<file path="config.mk">
export PLATFORM = sky130hd
export DESIGN_NAME = solve_seq
export DESIGN_NICKNAME = d
export VERILOG_FILES = /design/src/rtl/solve_seq.sv
export SDC_FILE = /design/constraint.sdc
export NUM_CORES = 1
export LEC_CHECK = 0
export ABC_AREA = 1
export BUFFER_PORTS_ARGS = -buffer_cell sky130_fd_sc_hd__buf_4
export CORE_UTILIZATION = 38
export DETAILED_ROUTE_END_ITERATION = 12
export HOLD_SLACK_MARGIN = 0.1
export PLACE_DENSITY = 0.63
export SLEW_MARGIN = 20
export SYNTH_ARGS = -nofsm -noshare
export SYNTH_HDL_FRONTEND = slang
export SYNTH_SLANG_ARGS = --single-unit
</file>
<file path="constraint.sdc">
create_clock -name clk -period 2.95 [get_ports clk]
set_clock_uncertainty 0.05 [all_clocks]
set_input_delay 0.1475 -clock clk [delete_from_list [all_inputs] [get_ports clk]]
set_output_delay 0.1475 -clock clk [all_outputs]
set_load 0.03 [all_outputs]
</file>
<file path="src/rtl/solve_seq.sv">
// solve_seq: debounced button sequencer that requests a solve, captures the move list and steps through it
// Ports: clk/rst (sync, active-high); btn[4:0] raw buttons {next,prev,home,play,solve};
//        slv_start/slv_done/slv_ok/slv_cnt/slv_ord solver handshake and result;
//        comp/cnt/num/move/move_vld/playing/err display-side status.
module solve_seq #(
  parameter int MAX_MOVES   = 13,
  parameter int CNT_W       = 5,
  parameter int DEB_CYC     = 1000,
  parameter int STEP_CYC    = 25000000,
  parameter int TIMEOUT_CYC = 100000000
) (
  input  logic                   clk,
  input  logic                   rst,
  input  logic [4:0]             btn,
  output logic                   slv_start,
  input  logic                   slv_done,
  input  logic                   slv_ok,
  input  logic [CNT_W-1:0]       slv_cnt,
  input  logic [2*MAX_MOVES-1:0] slv_ord,
  output logic                   comp,
  output logic [CNT_W-1:0]       cnt,
  output logic [CNT_W-1:0]       num,
  output logic [1:0]             move,
  output logic                   move_vld,
  output logic                   playing,
  output logic                   err
);
  localparam int DW = $clog2(DEB_CYC + 1);
  localparam int SW = $clog2(STEP_CYC + 1);
  localparam int TW = $clog2(TIMEOUT_CYC + 1);
  localparam logic [CNT_W-1:0] MAXC = CNT_W'(MAX_MOVES);
  typedef enum logic [2:0] {S_IDLE, S_REQ, S_WAIT, S_SHOW, S_PLAY, S_FAIL} state_t;
  state_t                 st_q;
  logic [4:0]             s1_q, s2_q, deb_q, ev_q;
  logic [DW-1:0]          dc_q [5];
  logic [SW-1:0]          step_q;
  logic [TW-1:0]          to_q;
  logic [2*MAX_MOVES-1:0] ord_q;
  logic [CNT_W-1:0]       num1;
  logic                   sol, hom, ply, prv, nxt;
  // Debounced level only follows the synchronized input after DEB_CYC equal samples;
  // the press pulse fires on the accepted 0->1 transition.
  always_ff @(posedge clk) begin
    if (rst) begin
      s1_q  <= '0;
      s2_q  <= '0;
      deb_q <= '0;
      ev_q  <= '0;
      for (int k = 0; k < 5; k++) dc_q[k] <= '0;
    end else begin
      s1_q <= btn;
      s2_q <= s1_q;
      ev_q <= '0;
      for (int k = 0; k < 5; k++)
        if (s2_q[k] == deb_q[k]) dc_q[k] <= '0;
        else if (dc_q[k] == DW'(DEB_CYC - 1)) begin
          dc_q[k]  <= '0;
          deb_q[k] <= s2_q[k];
          ev_q[k]  <= s2_q[k];
        end else dc_q[k] <= dc_q[k] + 1'b1;
    end
  end
  // Priority solve > home > play > prev > next; lower ones are dropped.
  always_comb begin
    sol  = ev_q[0];
    hom  = ev_q[2] & ~ev_q[0];
    ply  = ev_q[1] & ~ev_q[0] & ~ev_q[2];
    prv  = ev_q[3] & ~|ev_q[2:0];
    nxt  = ev_q[4] & ~|ev_q[3:0];
    num1 = num + 1'b1;
  end
  always_ff @(posedge clk) begin
    if (rst) begin
      st_q      <= S_IDLE;
      slv_start <= 1'b0;
      comp      <= 1'b0;
      cnt       <= '0;
      num       <= '0;
      playing   <= 1'b0;
      err       <= 1'b0;
      ord_q     <= '0;
      to_q      <= '0;
      step_q    <= '0;
    end else begin
      slv_start <= 1'b0;
      case (st_q)
        S_IDLE, S_FAIL: if (sol) begin
          st_q      <= S_REQ;
          slv_start <= 1'b1;
        end
        S_REQ: begin
          comp <= 1'b0;
          err  <= 1'b0;
          num  <= '0;
          cnt  <= '0;
          to_q <= '0;
          st_q <= S_WAIT;
        end
        S_WAIT:
          if (slv_done) begin
            if (slv_ok) begin
              cnt   <= slv_cnt > MAXC ? MAXC : slv_cnt;
              ord_q <= slv_ord;
              comp  <= 1'b1;
              num   <= '0;
              st_q  <= S_SHOW;
            end else begin
              err  <= 1'b1;
              st_q <= S_FAIL;
            end
          end else if (to_q == TW'(TIMEOUT_CYC - 1)) begin
            err  <= 1'b1;
            st_q <= S_FAIL;
          end else to_q <= to_q + 1'b1;
        S_SHOW:
          if (sol) begin
            st_q      <= S_REQ;
            slv_start <= 1'b1;
          end else if (hom) num <= '0;
          else if (ply) begin
            if (num < cnt) begin
              st_q    <= S_PLAY;
              playing <= 1'b1;
              step_q  <= '0;
            end
          end else if (prv) begin
            if (num != '0) num <= num - 1'b1;
          end else if (nxt && num < cnt) num <= num1;
        S_PLAY:
          if (sol) begin
            st_q      <= S_REQ;
            slv_start <= 1'b1;
            playing   <= 1'b0;
          end else if (ply) begin
            st_q    <= S_SHOW;
            playing <= 1'b0;
          end else if (hom | prv | nxt) begin
            step_q <= '0;
            if (hom) num <= '0;
            else if (prv) begin
              if (num != '0) num <= num - 1'b1;
            end else begin
              num <= num1;
              if (num1 == cnt) begin
                st_q    <= S_SHOW;
                playing <= 1'b0;
              end
            end
          end else if (step_q == SW'(STEP_CYC - 1)) begin
            step_q <= '0;
            num    <= num1;
            if (num1 == cnt) begin
              st_q    <= S_SHOW;
              playing <= 1'b0;
            end
          end else step_q <= step_q + 1'b1;
        default: st_q <= S_IDLE;
      endcase
    end
  end
  always_comb begin
    move_vld = comp && num < cnt;
    move     = 2'b00;
    for (int k = 0; k < MAX_MOVES; k++)
      if (move_vld && num == CNT_W'(k)) move = ord_q[2*k +: 2];
  end
endmodule

</file>
; ---- Yosys cells after proc, flatten, opt, wreduce, memory -nomap -nowiden
; Memories as Yosys holds them, arrays and structs flattened.
; Cells that the tools add are included.
[word_totals]
register_bits = 115
memories = 1
ramBits = 50
in_bits = 40
latch_bits = 0
mem_bits_ro = 0
output_inout_bits = 17
word_cells = 319
[mem_list]
columns = memory, words, width, rd, rd_clocked_by_memory_dff, write_ports, line_no
row1 = dc_q, 5, 10, 5, 0, 5, 35  ; logic [DW-1:0] dc_q [5];
[op_classes]
muxes = 152
div = 0
bitwise = 35
add_sub_neg = 9
order_cmp = 2
n_reduce_logical = 46
eq_ne = 52
n_mul = 0
n_shift = 0
[ops]
columns = cell, count
row1 = 25-bit 2-to-1 mux, 8
row2 = 10-bit 2-to-1 mux, 15
row3 = 5-bit 2-to-1 mux, 17
row4 = 1-bit 2-to-1 mux, 74
row5 = 27-bit 2-to-1 mux, 2
row6 = 27-bit one-hot mux with 2 select lines, 1
row7 = 10-bit by 1-bit adder with 10-bit output (second input constant), 5
row8 = 10-bit == test (second input constant), 5
row9 = 25-bit one-hot mux with 2 select lines, 1
row10 = 3-bit 2-to-1 mux, 15
row11 = 27-bit by 1-bit adder with 27-bit output (second input constant), 1
row12 = 27-bit == test (second input constant), 1
row13 = 2-bit 2-to-1 mux, 13
row14 = 25-bit by 1-bit adder with 25-bit output (second input constant), 1
row15 = 25-bit == test (second input constant), 1
row16 = 5-bit by 4-bit == test with 1-bit output (second input constant), 5
row17 = 2-bit != test (second input constant), 11
row18 = 3-bit != test (second input constant), 7
row19 = 5-bit by 3-bit == test with 1-bit output (second input constant), 4
row20 = 5-bit one-hot mux with 4 select lines, 1
row21 = 3-bit OR reduction, 6
row22 = 1-bit bitwise OR, 17
row23 = 8-bit AND reduction, 2
row24 = 1-bit logical AND, 15
row25 = 30 further kinds, 68

; ---- Depth between registers and ports, before layout
; Gate-level depths: netlist (run 1).
[depth]
word_depth = 16
mapped_depth = 24
mapped_depth_nobuf = 23

; ---- Worst setup path after synthesis (run 1)
; OpenSTA, ideal clock, no wires.
[synth_timing]
path_kind = register to output
start = register cnt[4]
end = output move[1]
required_time_ps = 2753
n_path_buf = 1
setup_slack_ps = 190
path_stages_with_launch = 23
arrival_ps = 2563
cell_sequence = dfxtp_1 > inv_1 > ha_1 > nand2_1 > nand2_1 > nor2_1 > nand2_1 > nor2_1 > buf_2 > nand2_1 > nand2_1 > nand3_1 > nand3_1 > nand2_1 > nand3_1 > nand2_1 > nand2_1 > nand2_1 > nand2_1 > nand2_1 > nand2_1 > nand2_1 > nand3_1
[synth_between]
elab_chain_len = 16
word_cells_on_any_way = 28
cone_classes = 1 x order compare / 13 x mux / 14 x reduce/logical
[synth_lines]
columns = element, line_no
row1 = start: declaration, 21  ; output logic [CNT_W-1:0] cnt,
row2 = start signal: assignment, 102  ; cnt <= slv_cnt > MAXC ? MAXC : slv_cnt;
row3 = 5-bit less-than comparator (*), 162  ; move_vld = comp && num < cnt;
row4 = 1-bit logical AND (*), 162
row5 = via move_vld, 24  ; output logic move_vld,
row6 = 1-bit logical AND, 165  ; if (move_vld && num == CNT_W'(k)) move = ord_q[2*k +: 2];
row7 = 2-bit 2-to-1 mux (12 in series), 165
row8 = 2-bit 2-to-1 mux (*), 165
row9 = end: declaration, 23  ; output logic [1:0] move,
; The timed path passes the listed nets; every way through them passes the cells marked *.

; ---- Worst setup path after layout (run 1)
[layout_timing]
start = register num[1]
end = output move[1]
[layout_between]
elab_chain_len = 16
word_cells_on_any_way = 41
cone_classes = 1 x order compare / 12 x eq/ne / 13 x mux / 15 x reduce/logical
[layout_lines]
columns = element, line_no
row1 = start: declaration, 22  ; output logic [CNT_W-1:0] num,
row2 = start signal: assignment, 127  ; if (num != '0) num <= num - 1'b1;
row3 = start signal: assignment, 128  ; end else if (nxt && num < cnt) num <= num1;
row4 = start signal: assignment, 141  ; if (num != '0) num <= num - 1'b1;
row5 = 5-bit less-than comparator, 162
row6 = 1-bit logical AND, 162
row7 = 1-bit logical AND, 165
row8 = 2-bit 2-to-1 mux (12 in series), 165
row9 = 2-bit 2-to-1 mux (*), 165
; Every way passes the cells marked *; elsewhere a longest branch is shown, timed or not.

==> impl_metrics.yaml, run 1 <==
global_route:
  grt_max_degree: 40
  met3_usage_pct: 4.31
  met2_usage_pct: 30.2
  grt_overflow: 0
  grt.busiest_layer: "met2"
  antenna_found_initial: 0
  met1_usage_pct: 21.2
  grt_pass1_vias: 6959
  grt_pass1_wl_mm: 31.8
  grtUsageTotal_pct: 17.5
yosys:
  syn-mean-instance-area_um2: 7.59
  ys.flop_type: "dfxtp_1"
  synth_edf_count: 50
  netlist_instances: 1122
  yosysWarnings: 0
  ys_seq_area_share_pct: 44.7
  ys_ff_latch: 165
  async_flop_share_pct: 0
  synth_cell_types: 57
  syn-cell-area_um2: 8520
layout:
  area_delta_synth_final_pct: 24.7
  n_antenna_cell: 0
  design_area_um2: 10600
  layout_common_cells: "168 x nand2_1, 161 x inv_1, 148 x nor2_1, 108 x dfxtp_1, 101 x a21oi_1"
  finalNetCount: 1343
  layout-drive-gt1-share_pct: 13.2
  final_common_cell: "nand2_1"
worst_setup_path:
  critPathCaptureType: "primary output"
  crit_arrival_ns: 2.69
  startpoint_type: "flip-flop"
  path_class: "flip-flop to primary output"
  cp.required_ns: 2.75
  r2r_cells: 19
  timing.rr.end: "step_q[21]$_SDFFE_PP0P_"
  reg2reg_from: "cnt[1]$_SDFFE_PP0P_"
  crit_fanout: 7
  regToRegSetupSlack_ns: 0.34
die:
  fp.dieW_um: 152
  rows: 54
  coreArea_um2: 21900
  ios: 57
  die_height_um: 152
  die_area_um2: 23000
  start_util_pct: 38.9
pwr:
  powerDensity_nw_per_um2: 587
  p_leak_nw: 4.30
  peakVddDrop_uv: 391
sta:
  hold_viol_final: 0
  rsz0062_at_grt: "yes"
  slew_headroom_pct: 48.8
  min_period_ns: 2.89
  fmax_ghz: 0.346
  worst_slew_pin_slew_ns: 0.765
  finalSetupViolCount: 0
  whs_ns: 0.136
  final.period_utilization_pct: 98.0
  drv_slew: 0
drt:
  wl_per_cell_um: 12.3
  drc_errors: 0
  drt_iter0_drc: 377
  wirelength_mm: 19.5
  vias: 7683
  postRouteAntennaNets: 0
  vias_per_cell: 4.87
  drt_pre_antenna_iters: 5
clock_network:
  cts_tree: "done"
  root_buffer: "clkbuf_16"
  clockBufferDepth: 2
  htree_num_levels: 4
  clk_pin_slew_ns: 0.07
  numCtsBuffers: 17
  numClockSinks: 165
  insertion_delay_ns: 0.43
hold_path:
  min_to: "cnt[0]$_SDFFE_PP0P_"
  worstHoldStart: "slv_cnt[3]"
  hold_path_class: "primary input to flip-flop"
  min_path_cells: 4
place:
  detailed_place_hpwl_mm: 14.0
  detailed_place.area_um2: 9480
  place_congestion: 0.871
  port_buffers: 56
outcome:
  outcome: "complete, no violations"
job:
  maxCapViolCount: 0
## worst max-delay path, cell delays in order (launching register included)
cell and delay [ns]:
dfxtp_2 0.36, inv_1 0.21, ha_1 0.24, nand2_1 0.16, nor2_2 0.28, nand3_1 0.12
nand2_1 0.07, nand3_1 0.07, nand3_1 0.08, nand2_1 0.05, nand3_1 0.06, nand2_1 0.06
nand2_1 0.05, nand2_1 0.04, nand2_1 0.05, nand2_1 0.05, nand2_1 0.06, nand2_1 0.05
nand3_1 0.06, buf_4 0.16
## through the flow
step           worst slack [ns]  total power, mW  utilization [%]  setup TNS (ns)  instances
2_1_floorplan             0.190             3.48                -               0       1171
3_3_place_gp              0.381             3.84             43.3               0       1500
3_5_place_dp              0.318             3.85             43.3               0       1500
4_1_cts                  0.0246             6.24             48.1               0       1574
5_1_grt                  -0.159             6.56             48.5          -0.303       1579
6_report                 0.0576             6.23             48.5               0       1579
## final cells by class
type / instances / area [um2]
inverter: 171 / 644
clock buffer: 19 / 475
tap: 280 / 350
timing repair buffer: 115 / 963
clock inverter: 13 / 133
fill: 2191 / 11300
sequential: 165 / 3820
multi-input combinational: 816 / 4230
## worst max path at each step
stage / to / startpoint / slack (ns) / cells after the start
floorplan: move[1] / cnt[4]$_SDFFE_PP0P_ / 0.19 / 22
CTS: move[1] / num[1]$_SDFFE_PP0P_ / 0.02 / 19
global placement: move[0] / num[0]$_SDFFE_PP0P_ / 0.38 / 25
detailed placement: move[0] / cnt[4]$_SDFFE_PP0P_ / 0.32 / 23
global route: move[0] / cnt[4]$_SDFFE_PP0P_ / -0.16 / 24
finish: move[1] / num[1]$_SDFFE_PP0P_ / 0.06 / 19
## power by group
| part | internal [mW] | switching [mW] |
|---|---|---|
| registers | 2.49 | 0.123 |
| clock network | 1.29 | 0.989 |
| logic | 0.493 | 0.848 |
## sequential cells by signal, indices dropped and copies added (netlist names)
signal	count
st_q	3
s2_q	5
dc_q	50
num	5
to_q	27
s1_q	5
slv_start	1
ord_q	26
step_q	25
deb_q	5
playing	1
ev_q	5
comp	1
cnt	5
err	1
## cell usage after synthesis, types with 7 or more instances
cell / number / share of area, %
nand2_1: 171 / 7.5
inv_1: 164 / 7.2
nor2_1: 154 / 6.8
dfxtp_1: 115 / 27
a21oi_1: 102 / 6.0
o21ai_0: 66 / 3.9
nand3_1: 53 / 3.1
nor3_1: 52 / 3.1
edfxtp_1: 50 / 18
nand4_1: 23 / 1.7
ha_1: 17 / 2.5
xor2_1: 15 / 1.5
clkbuf_1: 14 / 0.62
a211oi_1: 11 / 0.97
nor4_1: 11 / 0.81
nor3b_1: 10 / 0.88
a31oi_1: 7 / 0.51
and3_1: 7 / 0.51
o211ai_1: 7 / 0.62
## per-layer routing
layer  part of all wire (%)  up-vias
li1                       -     4051
met1                     48     3487
met2                     47      128
met3                    3.7       17
met4                    1.1        0
met5                      0        -
## cells by family after synthesis
| logic type | synth area share, % |
|---|---|
| AO/OA/AOI/OAI | 14.1 |
| XOR/XNOR | 1.85 |
| adder cells (fa/ha/maj) | 2.50 |
| buffers and inverters | 8.57 |
| flip-flops | 44.7 |
| other | 0.0440 |
| AND/OR/NAND/NOR | 28.3 |
## timing repair
| item | 4_1_cts | 5_1_grt |
|---|---|---|
| endpoints found under the hold margin | 36 | 0 |
| buffers inserted | 3 | 5 |
| resized for setup | 13 | 18 |
| cloned | 1 | 0 |
| pin swaps | 3 | 15 |
| setup endpoints to repair | 2 | 3 |
| hold buffers | 38 | 0 |
No activity file was read; power rests on OpenSTA's default activity.
==> run 2, diff against run 1 <==
==> constraint.sdc (replaced) <==
create_clock -name clk -period 2.95 [get_ports clk]
set_clock_uncertainty 0.05 [all_clocks]
set_input_delay 0.4425 -clock clk [delete_from_list [all_inputs] [get_ports clk]]
set_output_delay 0.4425 -clock clk [all_outputs]
set_load 0.03 [all_outputs]
==> run 2 against run 1 <==
  * The run now ends with setup timing left
  * Power fell by 1.4%
  * Combinational power is 4% higher
  * First-iteration DRC count is 1.3% lower
  * Setup slack got worse by 0.28 ns
  * Sequential share of layout area is 0.90 points higher
  * Via count fell by 2.6%
  * Maximum frequency decreased by 8.8%
  * Flip-flop and latch count did not move
  * Count of clock-buffer cells in the layout up 1
  * Register-to-register slack got worse by 0.16 ns
  * Global-route usage grew 0.24 points
  * Wire length fell by 0.51%
==> impl_metrics.yaml, run 2 (same netlist as run 1, synthesis figures left out) <==
worst_setup_path:
  path_class: "flip-flop to primary output"
  timing.rr.end: "step_q[21]$_SDFFE_PP0P_"
  crit_fanout: 5
  cp.required_ns: 2.46
  crit_arrival_ns: 2.68
  regToRegSetupSlack_ns: 0.18
  critPathCaptureType: "primary output"
  r2r_cells: 21
  reg2reg_from: "cnt[4]$_SDFFE_PP0P_"
  startpoint_type: "flip-flop"
clock_network:
  clk_pin_slew_ns: 0.07
  htree_num_levels: 4
  cts_tree: "done"
  root_buffer: "clkbuf_16"
  insertion_delay_ns: 0.42
  numCtsBuffers: 17
  numClockSinks: 165
  clockBufferDepth: 2
  hold_buffers: 0
layout:
  area.sequential_um2: 3810
  design_area_um2: 10300
  postLayoutCoreUtil_pct: 47.2
  largest_register_ffs: 50
  top_regs: "dc_q x50, to_q x27, ord_q x26"
  area_delta_synth_final_pct: 21.4
  stdcell_count: 1548
  n_antenna_cell: 0
  layout_common_cells: "165 x nand2_1, 161 x inv_1, 151 x nor2_1, 109 x dfxtp_1, 101 x a21oi_1"
  layout-drive-gt1-share_pct: 14.1
  finalNetCount: 1313
  top_register: "dc_q"
  multi_input_area_um2: 4260
  final_common_cell: "nand2_1"
  fillers: 2188
drt:
  drt_iter0_drc: 372
  drc_errors: 0
  wirelength_mm: 19.4
  vias_per_cell: 4.83
  vias: 7480
  drt_pre_antenna_iters: 5
  wl_per_cell_um: 12.5
  postRouteAntennaNets: 0
global_route:
  grtUsageTotal_pct: 17.7
  grt_max_degree: 42
  grt_pass1_vias: 7029
  grt_pass1_wl_mm: 32.4
  grt_overflow: 0
  antenna_found_initial: 0
die:
  die_area_um2: 23000
  start_util_pct: 38.9
  rows: 54
  fp.dieW_um: 152
  coreArea_um2: 21900
  ios: 57
  die_height_um: 152
hold_path:
  worstHoldStart: "btn[2]"
  min_to: "s1_q[2]$_SDFF_PP0_"
  hold_path_class: "primary input to flip-flop"
  min_path_cells: 3
pwr:
  p_leak_nw: 4.19
  powerDensity_nw_per_um2: 595
  peakVddDrop_uv: 333
sta:
  final.period_utilization_pct: 108
  min_period_ns: 3.17
  rsz0062_at_grt: "yes"
  drv_slew: 0
  setup_ws_ns: -0.222
  worst_slew_pin_slew_ns: 0.777
  fmax_ghz: 0.315
  hold_viol_final: 0
  slew_headroom_pct: 48.0
  finalSetupViolCount: 2
place:
  dp.cells: 1506
  detailed_place.area_um2: 9540
  port_buffers: 56
  detailed_place_hpwl_mm: 14.2
  place_congestion: 0.863
  dp_slack_ns: 0.0565
outcome:
  outcome: "complete, but fails checks"
  violations: "setup timing"
job:
  maxCapViolCount: 0
-- run 2: changes by cell type in the layout (fill, tap and decap cells not counted), sizes merged --
cell         previous run  this run
dlygate4sd3            38         0
buf                    77        85
inv                   177       171
clkinv                  4         8
clkbuf                 19        20
-- run 2: stage by stage --
step	power, mW	hold WS, ns	setup TNS (ns)
finish	6.15	0.167	-0.382
global route	6.46	0.155	-0.845
CTS	6.15	0.152	-0.399
detailed placement	3.90	0.344	0
global placement	3.90	0.347	0
floorplan	3.48	0.338	0
-- run 2: layout make-up --
type,instances,area share [%]
clock buffer,20,4.53
sequential,165,36.9
clock inverter,11,0.956
timing repair buffer,85,6.68
multi-input combinational,816,41.2
inverter,171,6.32
tap,280,3.39
-- run 2: worst max-delay path by stage --
stage,startpoint,end,slack [ns],cells past startpoint
floorplan,num[1]$_SDFFE_PP0P_,move[1],0.009,21
global placement,cnt[4]$_SDFFE_PP0P_,move[1],0.11,22
detailed placement,cnt[4]$_SDFFE_PP0P_,move[1],0.06,22
CTS,cnt[4]$_SDFFE_PP0P_,move[0],-0.21,24
global route,cnt[4]$_SDFFE_PP0P_,move[1],-0.43,22
finish,cnt[4]$_SDFFE_PP0P_,move[1],-0.22,23
-- run 2: routing by layer --
metal  track usage [%]  up-vias  part of all wire [%]
met5                 0        -                     0
met4              4.55        0                   1.1
met3              3.95       21                   3.6
met2              30.4      120                    47
met1              22.3     3361                    48
li1                  -     3978                     -
-- run 2: critical path, cell delays in order (launching register included) --
cell and delay [ns]:
dfxtp_2 0.33, inv_2 0.05, ha_4 0.21, nand2_2 0.06, nand2_1 0.05, nor2_1 0.12, nand2_2 0.09, nor2_4 0.15
buf_12 0.12, buf_16 0.10, nand3_2 0.05, nand3_1 0.08, nand3_1 0.08, nand2_1 0.09, nand3_1 0.09, nand2_1 0.07
nand2_1 0.05, nand2_1 0.05, nand2_1 0.04, nand2_1 0.05, nand2_1 0.05, nand2_1 0.07, nand3_2 0.07, buf_6 0.14
-- run 2: power breakdown --
group / switching (mW) / leakage, nW / internal [mW]
logic: 0.865 / 2.46 / 0.528
clock network: 0.929 / 0.277 / 1.23
registers: 0.107 / 1.45 / 2.49
-- run 2: what timing repair did --
action	in CTS	in global routing
cloned	1	0
gates resized for setup	17	14
pin swaps	15	11
endpoints found under the setup margin	2	4
setup buffers	8	2
hold endpoints to repair	0	0
==> run 3, diff against run 2 <==
--- a/config.mk
+++ b/config.mk
@@ -11,6 +11,7 @@
 export DETAILED_ROUTE_END_ITERATION = 12
 export HOLD_SLACK_MARGIN = 0.1
 export PLACE_DENSITY = 0.63
+export SETUP_SLACK_MARGIN = 0.4
 export SLEW_MARGIN = 20
 export SYNTH_ARGS = -nofsm -noshare
 export SYNTH_HDL_FRONTEND = slang
==> run 3 against run 2 <==
  * The flow still finishes with violations (setup timing)
  * Via count grew 2.0%
  * Critical endpoint unchanged
  * Maximum frequency grew 0.80%
  * Highest routed layer unchanged
  * Critical path depth is the same
  * Register-to-register slack gained 0.21 ns
  * Sequential share of layout area shrank 0.30 points
  * Setup slack gained 0.025 ns
==> impl_metrics.yaml, run 3 (same netlist as run 1, synthesis figures left out) <==
outcome:
  outcome: "complete, but fails checks"
  violations: "setup timing"
die:
  fp.dieW_um: 152
  start_util_pct: 38.9
  die_height_um: 152
  die_area_um2: 23000
  ios: 57
  coreArea_um2: 21900
  rows: 54
sta:
  worst_slew_pin_slew_ns: 0.818
  finalSetupViolCount: 2
  final.period_utilization_pct: 107
  slew_headroom_pct: 45.2
  drv_slew: 0
  setup_ws_ns: -0.197
  rsz0062_at_grt: "yes"
  whs_ns: 0.161
  fmax_ghz: 0.318
  fin_tns_setup_ns: -0.387
  hold_viol_final: 0
  min_period_ns: 3.15
place:
  dp_slack_ns: 0.0659
  detailed_place_hpwl_mm: 14.4
  detailed_place.area_um2: 9550
  place_congestion: 0.875
  port_buffers: 56
global_route:
  grt_overflow: 0
  grtUsageTotal_pct: 17.4
  antenna_found_initial: 0
  grt_pass1_wl_mm: 31.8
  grt_pass1_vias: 6843
  grt_max_degree: 42
worst_setup_path:
  crit_arrival_ns: 2.65
  regToRegSetupSlack_ns: 0.39
  timing.rr.end: "step_q[20]$_SDFFE_PP0P_"
  crit_fanout: 7
  reg2reg_from: "cnt[4]$_SDFFE_PP0P_"
  path_buf_inv: 3
  crit_path_top_delay_cell: "dfxtp_4"
  startpoint_type: "flip-flop"
  cp_slowest_stage_delay_ns: 0.36
  cp_common_cell: "nand2_1"
  cpLargestDelayFamily: "simple AND/OR/NAND/NOR gates"
  crit_chain: "inv_4 -> ha_4 -> nand2_2 -> nand2_2 -> nor2_2 -> nand2_2 -> nor2_4 -> buf_6 -> nand3_2 -> nand2_1 -> nand3_1 -> nand3_1 -> nand2_1 -> nand3_1 -> nand2_1 -> nand2_1 -> nand2_1 -> nand2_1 -> nand2_1 -> nand2_1 -> nand2_2 -> nand3_4 -> buf_6"
  r2r_cells: 18
  critPathCaptureType: "primary output"
  path_class: "flip-flop to primary output"
  cp.required_ns: 2.46
clock_network:
  numCtsBuffers: 17
  hold_buffers: 0
  clk_pin_slew_ns: 0.07
  numClockSinks: 165
  root_buffer: "clkbuf_16"
  insertion_delay_ns: 0.44
  htree_num_levels: 4
  cts_tree: "done"
  clockBufferDepth: 2
drt:
  wirelength_mm: 19.6
  vias: 7628
  postRouteAntennaNets: 0
  vias_per_cell: 4.91
  drc_errors: 0
  drt_iter0_drc: 339
  wl_per_cell_um: 12.6
  drt_pre_antenna_iters: 7
layout:
  final_common_cell: "inv_1"
  fillers: 2184
  layout-drive-gt1-share_pct: 16.3
  area_delta_synth_final_pct: 23.0
  finalNetCount: 1319
  layout_common_cells: "160 x inv_1, 159 x nand2_1, 147 x nor2_1, 105 x dfxtp_1, 102 x a21oi_1"
  postLayoutCoreUtil_pct: 47.9
  design_area_um2: 10500
  top_register: "dc_q"
  largest_register_ffs: 50
  top_regs: "dc_q x50, to_q x27, ord_q x26"
  n_antenna_cell: 0
pwr:
  peakVddDrop_uv: 364
  powerDensity_nw_per_um2: 587
  p_leak_nw: 4.27
hold_path:
  hold_path_class: "primary input to flip-flop"
  min_to: "s1_q[4]$_SDFF_PP0_"
  worstHoldStart: "btn[4]"
  min_path_cells: 3
job:
  maxCapViolCount: 0
## run 3: cell types whose count changed in the layout (fill, tap and decap cells not counted), sizes merged
cell and change:
bufinv -1, clkbuf -2, clkinv -1, clkinvlp -1, buf +6, inv +6
## run 3: layout make-up
| cell class | count | area, um2 | area share [%] |
|---|---|---|---|
| Multi-Input combinational cell | 816 | 4370 | 41.8 |
| Sequential cell | 165 | 3830 | 36.6 |
| Timing Repair Buffer | 91 | 706 | 6.74 |
| Inverter | 171 | 656 | 6.26 |
| Clock buffer | 18 | 439 | 4.19 |
| Tap cell | 280 | 350 | 3.34 |
| Clock inverter | 14 | 119 | 1.13 |
## run 3: worst reg2reg max path, delay by kind of cell (launching register included)
family | cells | cell delay, ns
AND/OR/NAND/NOR | 12 | 1.41
flip-flops | 1 | 0.36
AO/OA/AOI/OAI | 2 | 0.18
buffers and inverters | 3 | 0.28
adder cells (fa/ha/maj) | 1 | 0.22
## run 3: metrics by stage
step	total power, mW	instances
3_5_place_dp	3.90	1498
2_1_floorplan	3.51	1171
3_3_place_gp	3.89	1498
4_1_cts	6.08	1539
6_report	6.15	1555
5_1_grt	6.49	1555
## run 3: what timing repair did
item | in CTS | in global routing
resized for setup | 6 | 44
endpoints found under the setup margin | 3 | 22
pin swaps | 3 | 23
gates cloned | 0 | 0
setup buffers | 9 | 16
## run 3: how the worst max path moves through the flow
stage | startpoint | endpoint | slack [ns] | depth (start not counted)
2_1_floorplan | cnt[4]$_SDFFE_PP0P_ | move[0] | 0.40 | 23
3_3_place_gp | num[4]$_SDFFE_PP0P_ | move[0] | 0.12 | 21
3_5_place_dp | num[3]$_SDFFE_PP0P_ | move[0] | 0.07 | 21
4_1_cts | cnt[4]$_SDFFE_PP0P_ | move[1] | -0.22 | 23
5_1_grt | cnt[4]$_SDFFE_PP0P_ | move[0] | -0.51 | 23
6_report | cnt[4]$_SDFFE_PP0P_ | move[1] | -0.20 | 23
## run 3: power breakdown
group / leakage, nW / internal [mW] / total [mW] / switching [mW]
combinational: 2.54 / 0.542 / 1.43 / 0.892
clock: 0.278 / 1.12 / 2.11 / 0.981
sequential: 1.45 / 2.49 / 2.61 / 0.121
total: 4.27 / 4.16 / 6.15 / 1.99
## run 3: routing by layer
layer / share of wire, % / up-vias / global-route usage [%]
met4: 0.90 / 0 / 4.75
met2: 46 / 142 / 28.0
li1: - / 3999 / -
met5: 0 / - / 0
met1: 49 / 3470 / 23.2
met3: 5.0 / 17 / 4.19
